==> src/rtl/rf_dump_reader.sv <==
// rf_dump_reader: walks register indices FIRST_REG..LAST_REG and streams {idx, data} with a running checksum
module rf_dump_reader #(
    parameter int DATA_W    = 32,
    parameter int ADDR_W    = 5,
    parameter int FIRST_REG = 0,
    parameter int LAST_REG  = 31
) (
    input  logic              clk,
    input  logic              rst_n,
    input  logic              start,
    output logic [ADDR_W-1:0] rd_addr,
    input  logic [DATA_W-1:0] rd_data,
    output logic              out_valid,
    input  logic              out_ready,
    output logic [ADDR_W-1:0] out_idx,
    output logic [DATA_W-1:0] out_data,
    output logic              out_last,
    output logic              busy,
    output logic              done,
    output logic [DATA_W-1:0] checksum
);
    typedef enum logic [1:0] {IDLE, READ, HOLD, DONE} state_t;
    localparam logic [ADDR_W-1:0] FIRST = ADDR_W'(FIRST_REG);
    localparam logic [ADDR_W-1:0] LAST  = ADDR_W'(LAST_REG);
    state_t            state;
    logic [ADDR_W-1:0] ptr;
    assign busy    = state == READ || state == HOLD;
    assign done    = state == DONE;
    assign rd_addr = busy ? ptr : '0;
    // ptr only advances on a non-last handshake, so it never wraps
    always_ff @(posedge clk) begin
        if (!rst_n) begin
            state     <= IDLE;
            ptr       <= FIRST;
            out_valid <= 1'b0;
            out_idx   <= '0;
            out_data  <= '0;
            out_last  <= 1'b0;
            checksum  <= '0;
        end else begin
            case (state)
                IDLE: if (start) begin
                    ptr      <= FIRST;
                    checksum <= '0;
                    state    <= READ;
                end
                READ: begin
                    out_data  <= rd_data;
                    out_idx   <= ptr;
                    out_last  <= ptr == LAST;
                    out_valid <= 1'b1;
                    state     <= HOLD;
                end
                HOLD: if (out_ready) begin
                    out_valid <= 1'b0;
                    checksum  <= checksum + out_data;
                    if (out_last) state <= DONE;
                    else begin
                        ptr   <= ptr + 1'b1;
                        state <= READ;
                    end
                end
                default: state <= IDLE;
            endcase
        end
    end
endmodule
==> config.mk <==
export PLATFORM = sky130hd
export DESIGN_NAME = rf_dump_reader
export DESIGN_NICKNAME = d
export VERILOG_FILES = /design/src/rtl/rf_dump_reader.sv
export SDC_FILE = /design/constraint.sdc
export NUM_CORES = 1
export LEC_CHECK = 0
export CAP_MARGIN = 5
export CORE_ASPECT_RATIO = 1.5
export CORE_UTILIZATION = 40
export CTS_CLUSTER_DIAMETER = 40
export CTS_CLUSTER_SIZE = 20
export DETAILED_ROUTE_END_ITERATION = 8
export PLACE_DENSITY = 0.67
export SLEW_MARGIN = 20
export SYNTH_ARGS = -nofsm -noshare
export SYNTH_HDL_FRONTEND = slang
export SYNTH_SLANG_ARGS = --single-unit
==> constraint.sdc <==
create_clock -name clk -period 6.8 [get_ports clk]
set_clock_uncertainty 0.15 [all_clocks]
set_input_delay 1.02 -clock clk [delete_from_list [all_inputs] [get_ports clk]]
set_output_delay 1.02 -clock clk [all_outputs]
set_load 0.02 [all_outputs]
==> results of run 1 <==
==> registers in the layout, summed over array words and instances, names as in the netlist <==
name and cells:
out_last 1, checksum 32, out_data 32, out_valid 1, state 2, out_idx 5, ptr 5
==> routing by layer <==
| layer | vias up | track usage, % |
|---|---|---|
| met5 | - | 0 |
| met2 | 102 | 36.4 |
| met1 | 1881 | 22.7 |
| met3 | 18 | 3.85 |
| li1 | 2046 | - |
| met4 | 0 | 7.80 |
==> Yosys cell counts (all sizes together), types with 6 or more instances <==
cell type / count
a21o: 20
nand3: 9
a21oi: 27
nor2b: 58
o21ai: 32
dfxtp: 78
clkbuf: 25
xor2: 14
mux2i: 40
ha: 38
inv: 11
a22oi: 15
nand2: 36
nor2: 13
a211o: 6
xnor2: 14
and2: 10
==> worst paths after layout <==
| path | startpoint | to | slack (ns) |
|---|---|---|---|
| worst max-delay path | out_ready | checksum[31]$_SDFFE_PN0P_ | 3.47 |
| worst min-delay path | checksum[29]$_SDFFE_PN0P_ | checksum[29]$_SDFFE_PN0P_ | 0.32 |
| worst max register to register | state[0]$_SDFFE_PN0P_ | checksum[31]$_SDFFE_PN0P_ | 3.54 |
| worst min register to register | checksum[29]$_SDFFE_PN0P_ | checksum[29]$_SDFFE_PN0P_ | 0.32 |
==> stage by stage <==
stage | power [mW] | instances | setup WS (ns) | hold WS, ns | utilization, %
2_1_floorplan | 1.05 | 515 | 3.88 | 0.356 | -
3_3_place_gp | 1.29 | 750 | 3.26 | 0.314 | 52.6
3_5_place_dp | 1.30 | 750 | 3.13 | 0.319 | 52.6
4_1_cts | 1.79 | 766 | 3.44 | 0.325 | 55.3
5_1_grt | 1.88 | 766 | 3.16 | 0.366 | 55.3
6_report | 1.77 | 766 | 3.47 | 0.323 | 55.3
==> cell type report <==
class | instances | area [um2]
Timing Repair Buffer | 116 | 1150
Inverter | 11 | 41.3
Clock inverter | 5 | 58.8
Clock buffer | 11 | 243
Fill cell | 1019 | 4990
Tap cell | 147 | 184
Multi-Input combinational cell | 398 | 2940
Sequential cell | 78 | 1560
==> worst max-delay path, stage by stage <==
cell and delay [ns]:
clkdlybuf4s50_1 0.44, o22ai_1 0.38, nor2_1 0.08, buf_4 0.21, nand2_1 0.48, nor2_1 0.16, nand4b_1 0.14, mux2i_1 0.09
a221o_1 0.27, a21o_1 0.15
==> kinds of logic after synthesis <==
kind of cell	synth area share, %
simple gates	17.2
compound gates	21.5
flops	33.6
mux	8.61
buf+inv	3.18
fa+ha+maj	10.7
xor+xnor	5.28
==> power by group through the flow <==
| stage | Combinational, mW | Sequential [mW] | Clock, mW |
|---|---|---|---|
| final | 0.707 | 0.585 | 0.482 |
| after global routing | 0.773 | 0.595 | 0.511 |
| after CTS | 0.711 | 0.586 | 0.495 |
| after detailed placement | 0.707 | 0.595 | 0 |
| after global placement | 0.695 | 0.593 | 0 |
| after floorplan | 0.402 | 0.647 | 0 |
==> flow_metrics.env, run 1 <==
export IMPL_synth_area_per_cell_um2=9.03
export IMPL_synthArstFlopShare_pct=0
export IMPL_num_rows=47
export IMPL_drv_slew=0
export IMPL_intPower_mw=1.13
export IMPL_clk_latency_ns=0.34
export IMPL_dpl_cell_area_um2=5880
export IMPL_drt_first_pass_iters=4
export IMPL_ys_top_cells_by_area="dfxtp_1, ha_1, mux2i_1"
export IMPL_met2_length_mm=6.08
export IMPL_grt_max_degree=64
export IMPL_routed_wl_mm=11.6
export IMPL_root_buffer="clkbuf_16"
export IMPL_crit_path_end_kind="flop"
export IMPL_reg2reg_depth=12
export IMPL_post_route_period_util_pct=49.0
export IMPL_synth_seq_area_share_pct=33.6
export IMPL_routabilityCongestion=0.876
export IMPL_synth_distinct_cells=59
export IMPL_cts_setup_buffers=0
export IMPL_ys_warn_count=0
export IMPL_worstHoldPathType="reg2reg"
export IMPL_crit_type="in2reg"
export IMPL_synthCells=515
export IMPL_setup_violations_final=0
export IMPL_setup_tns_final_ns=0
export IMPL_cp_max_fo=21
export IMPL_seqPwrFrac_pct=33.0
export IMPL_clk_path_buf_depth=2
export IMPL_antenna_found_initial=0
export IMPL_clock_fmax_mhz=300
export IMPL_die_w_um=90.0
export IMPL_tightest_slew_ns=0.950
export IMPL_drtIter0Drc=142
export IMPL_numCtsBuffers=9
export IMPL_vias=4047
export IMPL_syn_nets=590
export IMPL_yosys_area_top_type="dfxtp_1"
export IMPL_clk_pin_slew_ns=0.06
export IMPL_wire_per_inst_um=15.1
export IMPL_switchingPower_mw=0.645
export IMPL_port_buffer_count=113
export IMPL_postCtsHoldBufs=0
export IMPL_power_density_nw_per_um2=287
export IMPL_status="completed"
export IMPL_grt_pass1_wl_mm=19.4
export IMPL_period_minus_slack_ns=3.33
export IMPL_place_hpwl_mm=8.57
export IMPL_cts_tree="done"
export IMPL_ys_seq_elements=78
export IMPL_htreeDepth=3
export IMPL_die_h_um=134
export IMPL_ant_nets=0
export IMPL_layout_drive_gt1_share_pct=4.52
export IMPL_start_util_pct=41.6
export IMPL_grt_ovfl_total=0
export IMPL_routed_top_layer="met4"
export IMPL_most_common_layout_cells="clkdlybuf4s50_1, dfxtp_1, nor2b_1"
export IMPL_p_sw_share_pct=36.3
export IMPL_core_um2=11200
export IMPL_synth_edff_count=0
export IMPL_max_slew_margin_pct=36.7
export IMPL_cp_arrival_ns=3.42
export IMPL_vdd_drop_max_v=0.000145
export IMPL_netlist_area_um2=4650
export IMPL_track_usage_pct=19.9
export IMPL_hold_viol=0
export IMPL_wl_met1_mm=4.87
export IMPL_clock_sinks=78
export IMPL_remaining_drc_errors=0
export IMPL_cts_repair_resized=0
export IMPL_die_area_um2=12100
export IMPL_crit_path_start_kind="input port"
export IMPL_rsz0062_at_grt="false"
export IMPL_finalNetCount=689
export IMPL_combPwrFrac_pct=39.9
export IMPL_synth_flop_cell="dfxtp_1"
export IMPL_maxCapViolCount=0
export IMPL_clkPwrFrac_pct=27.2
export IMPL_layout_commonest_cell="clkdlybuf4s50_1"
export IMPL_wl_met3_um=423
export IMPL_whs_path_depth=2
export IMPL_boundaryPins=114
export IMPL_diodes=0
export IMPL_cp_required_ns=6.89
export IMPL_fin_area_um2=6180
export IMPL_grt_pass1_vias=4056
export IMPL_area_growth_syn_to_layout_pct=32.9
export IMPL_yosysTopAreaCellShare_pct=33.6
export IMPL_drt_vias_per_instance=5.28
export IMPL_power_leakage_nw=2.55
Note: power is estimated with default switching activity, not from simulation.
==> run 2: changes to the inputs <==
==> constraint.sdc (replaced) <==
create_clock -name clk -period 3.3 [get_ports clk]
set_clock_uncertainty 0.15 [all_clocks]
set_input_delay 0.495 -clock clk [delete_from_list [all_inputs] [get_ports clk]]
set_output_delay 0.495 -clock clk [all_outputs]
set_load 0.02 [all_outputs]
==> run 2 against run 1 <==
Compared with the run above:
- critical path depth grew 3
- combinational power grew 110%
- final cell count grew 0.78%
- die area is the same
- register-to-register slack lost 3.4 ns
- sequential cell count is the same
- critical endpoint is now checksum[30]$_SDFFE_PN0P_
- global-route usage is essentially flat
- critical path type is now reg2reg
- non-clock buffer count grew 6
- clock-buffer cell count grew 1
- first-iteration DRC count grew 0.70%
- wire length grew 2.9%
==> flow_metrics.env, run 2 (synthesized netlist as in run 1, its figures left out) <==
export IMPL_root_buffer="clkbuf_16"
export IMPL_routed_wl_mm=11.9
export IMPL_crit_type="reg2reg"
export IMPL_core_um2=11200
export IMPL_crit_path_end_kind="flop"
export IMPL_crit_path_max_incr_delay_ns=0.42
export IMPL_multi_input_area_um2=2950
export IMPL_port_buffer_count=113
export IMPL_setup_violations_final=0
export IMPL_postCtsHoldBufs=0
export IMPL_post_route_period_util_pct=96.1
export IMPL_die_h_um=134
export IMPL_antenna_found_initial=0
export IMPL_cp_slowest_cell="a221o_1"
export IMPL_finalNetCount=695
export IMPL_drt_first_pass_iters=4
export IMPL_dpl_cell_area_um2=5890
export IMPL_clk_path_buf_depth=2
export IMPL_cts_tree="done"
export IMPL_place_hpwl_mm=8.76
export IMPL_final_util_pct=55.8
export IMPL_fin_area_um2=6230
export IMPL_routabilityCongestion=0.846
export IMPL_layout_drive_gt1_share_pct=6.08
export IMPL_die_w_um=90.0
export IMPL_drv_slew=0
export IMPL_boundaryPins=114
export IMPL_drt_vias_per_instance=5.35
export IMPL_wire_per_inst_um=15.4
export IMPL_drtIter0Drc=143
export IMPL_setup_tns_final_ns=0
export IMPL_top_regs="checksum x32, out_data x32"
export IMPL_grt_ovfl_total=0
export IMPL_clock_sinks=78
export IMPL_cp_cell_sequence="ha_2 > inv_2 > fa_2 > nor2b_1 > o31a_1 > o31ai_4 > o21ai_1 > a221o_1 > o21ai_2 > o21ai_2 > a311oi_2 > xor2_1 > o21ai_1"
export IMPL_worstHoldPathType="reg2reg"
export IMPL_track_usage_pct=19.9
export IMPL_power_leakage_nw=2.59
export IMPL_vdd_drop_max_v=0.000335
export IMPL_clk_latency_ns=0.34
export IMPL_max_slew_margin_pct=49.8
export IMPL_numCtsBuffers=9
export IMPL_remaining_drc_errors=0
export IMPL_ff_latch_area_um2=1560
export IMPL_grt_max_degree=41
export IMPL_power_density_nw_per_um2=589
export IMPL_die_area_um2=12100
export IMPL_crit_path_start_kind="flop"
export IMPL_layout_commonest_cell="clkdlybuf4s50_1"
export IMPL_status="completed"
export IMPL_most_common_layout_cells="clkdlybuf4s50_1, dfxtp_1, nor2b_1"
export IMPL_maxCapViolCount=0
export IMPL_hold_viol=0
export IMPL_vias=4133
export IMPL_clock_fmax_mhz=315
export IMPL_worst_path_buf_inv=1
export IMPL_htreeDepth=3
export IMPL_cp_max_fo=4
export IMPL_crit_family="compound AO/OA/AOI/OAI gates"
export IMPL_num_rows=47
export IMPL_fillers=1009
export IMPL_cp_arrival_ns=3.25
export IMPL_grt_pass1_vias=4094
export IMPL_cp_required_ns=3.38
export IMPL_clk_pin_slew_ns=0.06
export IMPL_period_minus_slack_ns=3.17
export IMPL_area_growth_syn_to_layout_pct=34.1
export IMPL_start_util_pct=41.6
export IMPL_tightest_slew_ns=0.753
export IMPL_grt_pass1_wl_mm=19.3
export IMPL_diodes=0
export IMPL_ant_nets=0
run 2: cell types whose count changed in the layout (fill, tap and decap cells not counted), sizes merged:
cell,delta
clkbuf,+1
clkinv,+1
clkinvlp,-2
buf,+6
run 2: what timing repair did:
item / CTS / global route
setup endpoints to repair: 0 / 2
setup buffers: 0 / 4
endpoints found under the hold margin: 0 / 0
gates resized for setup: 0 / 4
run 2: power by group:
group	leakage, nW	total, mW	internal [mW]	switching, mW
clock	0.152	0.999	0.623	0.376
combinational	1.80	1.47	0.648	0.821
sequential	0.633	1.20	1.07	0.130
total	2.59	3.67	2.35	1.33
run 2: area by class of cell:
| class | count | area share (%) |
|---|---|---|
| multi-input combinational | 398 | 47.4 |
| sequential | 78 | 25.0 |
| timing repair buffer | 122 | 19.1 |
| clock buffer | 12 | 4.11 |
| tap | 147 | 2.95 |
| clock inverter | 4 | 0.722 |
| inverter | 11 | 0.662 |
run 2: per-layer routing:
| layer | vias up | share of wire (%) | track usage [%] |
|---|---|---|---|
| met5 | - | 0 | 0 |
| met4 | 0 | 2.5 | 8.33 |
| met3 | 27 | 4.0 | 4.02 |
| met2 | 112 | 52 | 37.0 |
| met1 | 1931 | 41 | 21.7 |
| li1 | 2063 | - | - |
run 2: final timing paths:
kind / endpoint / from / depth (start not counted) / slack [ns]
setup / recovery: checksum[30]$_SDFFE_PN0P_ / out_data[0]$_SDFFE_PN0P_ / 13 / 0.13
hold / removal: checksum[29]$_SDFFE_PN0P_ / checksum[29]$_SDFFE_PN0P_ / 2 / 0.32
setup reg to reg: checksum[30]$_SDFFE_PN0P_ / out_data[0]$_SDFFE_PN0P_ / 13 / 0.13
hold reg to reg: checksum[29]$_SDFFE_PN0P_ / checksum[29]$_SDFFE_PN0P_ / 2 / 0.32
run 2: stage by stage:
stage          hold slack [ns]  total power [mW]  std cells  setup slack [ns]
6_report                 0.318              3.67        772             0.127
5_1_grt                  0.349              3.89        772           -0.0135
4_1_cts                  0.322              3.72        768             0.172
3_5_place_dp             0.319              2.70        752             0.187
3_3_place_gp             0.310              2.68        752             0.255
2_1_floorplan            0.356              2.16        515             0.385
run 2: worst register-to-register path, stage by stage (launching register included):
cell,delay (ns)
dfxtp_1,0.32
ha_2,0.21
inv_2,0.07
fa_2,0.21
nor2b_1,0.05
o31a_1,0.33
o31ai_4,0.31
o21ai_1,0.14
a221o_1,0.42
o21ai_2,0.23
o21ai_2,0.13
a311oi_2,0.26
xor2_1,0.16
o21ai_1,0.06
==> run 3: changes to the inputs <==
--- a/config.mk
+++ b/config.mk
@@ -11,6 +11,7 @@
 export CTS_CLUSTER_DIAMETER = 40
 export CTS_CLUSTER_SIZE = 20
 export DETAILED_ROUTE_END_ITERATION = 8
+export GPL_TIMING_DRIVEN = 0
 export PLACE_DENSITY = 0.67
 export SLEW_MARGIN = 20
 export SYNTH_ARGS = -nofsm -noshare
==> run 3 against run 2 <==
Compared with the run above:
- global-route usage grew 0.22 points
- final area grew 2.5%
- clock-buffer cell count shrank 1
- final cell count grew 3.4%
- worst setup slack lost 0.028 ns
- wire length grew 1.4%
- critical path depth grew 1
- clock power grew 10%
- critical path type unchanged
- largest cell class unchanged
- highest routed layer unchanged
==> flow_metrics.env, run 3 (synthesized netlist as in run 1, its figures left out) <==
export IMPL_grt_pass1_vias=4094
export IMPL_status="completed"
export IMPL_ff_latch_area_um2=1570
export IMPL_clk_latency_ns=0.34
export IMPL_crit_path_end_kind="flop"
export IMPL_cp_max_fo=4
export IMPL_cts_tree="done"
export IMPL_cp_startpoint="checksum[0]$_SDFFE_PN0P_"
export IMPL_clock_fmax_mhz=312
export IMPL_busiest_layer="met2"
export IMPL_track_usage_pct=20.1
export IMPL_die_area_um2=12100
export IMPL_antenna_found_initial=0
export IMPL_gr_usage_met1_pct=21.6
export IMPL_combPwrFrac_pct=39.4
export IMPL_numCtsBuffers=9
export IMPL_most_common_layout_cells="clkdlybuf4s50_1, dfxtp_1, nor2b_1"
export IMPL_routed_wl_mm=12.1
export IMPL_vdd_drop_max_v=0.000326
export IMPL_finalNetCount=721
export IMPL_place_hpwl_mm=9.13
export IMPL_ant_nets=0
export IMPL_grt_ovfl_total=0
export IMPL_multi_input_area_um2=2980
export IMPL_start_util_pct=41.6
export IMPL_power_density_nw_per_um2=595
export IMPL_power_leakage_nw=2.63
export IMPL_crit_type="reg2reg"
export IMPL_max_slew_margin_pct=45.2
export IMPL_p_sw_share_pct=36.2
export IMPL_clk_path_buf_depth=2
export IMPL_grt_max_degree=14
export IMPL_layout_drive_gt1_share_pct=6.61
export IMPL_die_w_um=90.0
export IMPL_routabilityCongestion=0.854
export IMPL_period_minus_slack_ns=3.20
export IMPL_layout_commonest_cell="clkdlybuf4s50_1"
export IMPL_post_place_cells=774
export IMPL_area_growth_syn_to_layout_pct=37.5
export IMPL_remaining_drc_errors=0
export IMPL_setup_violations_final=0
export IMPL_tightest_slew_ns=0.822
export IMPL_num_rows=47
export IMPL_clkPwrFrac_pct=29.0
export IMPL_r2r_start="checksum[0]$_SDFFE_PN0P_"
export IMPL_vias=4142
export IMPL_maxCapViolCount=0
export IMPL_drtIter0Drc=122
export IMPL_post_route_period_util_pct=97.0
export IMPL_drv_slew=0
export IMPL_die_h_um=134
export IMPL_holdCritStartpoint="checksum[29]$_SDFFE_PN0P_"
export IMPL_cp_arrival_ns=3.27
export IMPL_wire_per_inst_um=15.1
export IMPL_intPower_mw=2.43
export IMPL_top_regs="checksum x32, out_data x32"
export IMPL_port_buffer_count=112
export IMPL_drt_first_pass_iters=4
export IMPL_seqPwrFrac_pct=31.6
export IMPL_core_um2=11200
export IMPL_grt_met3_usage_pct=3.74
export IMPL_root_buffer="clkbuf_16"
export IMPL_fillers=1015
export IMPL_switchingPower_mw=1.37
export IMPL_postCtsHoldBufs=0
export IMPL_htreeDepth=3
export IMPL_clock_sinks=78
export IMPL_worstHoldPathType="reg2reg"
export IMPL_clk_pin_slew_ns=0.06
export IMPL_hold_viol=0
export IMPL_drt_vias_per_instance=5.19
export IMPL_boundaryPins=114
export IMPL_finalPower_mw=3.80
export IMPL_fin_cells=798
export IMPL_cp_required_ns=3.37
export IMPL_use_met2_pct=37.2
export IMPL_diodes=0
export IMPL_grt_pass1_wl_mm=19.4
export IMPL_crit_path_start_kind="flop"
run 3: metal layers:
layer / routed length (um) / vias up
li1: - / 2114
met3: 343 / 25
met2: 6290 / 93
met4: 332 / 0
met1: 5080 / 1910
met5: 0 / -
run 3: power groups by stage:
stage | logic (mW) | clock network [mW] | registers (mW)
2_1_floorplan | 0.829 | 0 | 1.33
3_3_place_gp | 1.46 | 0 | 1.21
3_5_place_dp | 1.48 | 0 | 1.22
4_1_cts | 1.49 | 1.13 | 1.20
5_1_grt | 1.63 | 1.16 | 1.22
6_report | 1.50 | 1.10 | 1.20
run 3: cell type report:
| type | count | area share (%) |
|---|---|---|
| timing repair buffer | 120 | 18.5 |
| clock buffer | 11 | 3.95 |
| clock inverter | 5 | 1.27 |
| inverter | 11 | 0.646 |
| tap | 147 | 2.88 |
| buffer | 28 | 1.68 |
| multi-input combinational | 398 | 46.6 |
| sequential | 78 | 24.5 |
run 3: path summary, 6_finish.rpt:
kind | slack, ns | depth (start not counted) | to
max | 0.1 | 14 | checksum[30]$_SDFFE_PN0P_
min | 0.32 | 2 | checksum[29]$_SDFFE_PN0P_
max reg2reg | 0.1 | 14 | checksum[30]$_SDFFE_PN0P_
min reg2reg | 0.32 | 2 | checksum[29]$_SDFFE_PN0P_
run 3: repair_timing:
action	4_1_cts	5_1_grt
endpoints found under the setup margin	0	12
buffers inserted	0	8
gates resized for setup	0	14
run 3: through the flow:
| stage | cell area (um2) | worst slack [ns] | TNS (ns) | util (%) | hold WS (ns) |
|---|---|---|---|---|---|
| 2_1_floorplan | 4650 | 0.385 | 0 | - | 0.356 |
| 6_report | 6390 | 0.0992 | 0 | 57.2 | 0.315 |
| 3_3_place_gp | 5950 | 0.109 | 0 | 53.3 | 0.307 |
| 4_1_cts | 6290 | 0.0624 | 0 | 56.3 | 0.319 |
| 5_1_grt | 6390 | -0.0576 | -0.115 | 57.2 | 0.335 |
| 3_5_place_dp | 5950 | 0.0916 | 0 | 53.3 | 0.311 |
run 3: critical path, cell delays in order, from the launching register on:
cell	delay [ns]
dfxtp_4	0.35
ha_4	0.16
inv_2	0.05
fa_2	0.23
nor2b_2	0.05
o31a_1	0.34
o31ai_4	0.31
buf_4	0.17
o21ai_2	0.06
a221o_1	0.37
o21ai_2	0.23
o21ai_2	0.11
a311oi_2	0.24
xor2_1	0.18
o21ai_1	0.07
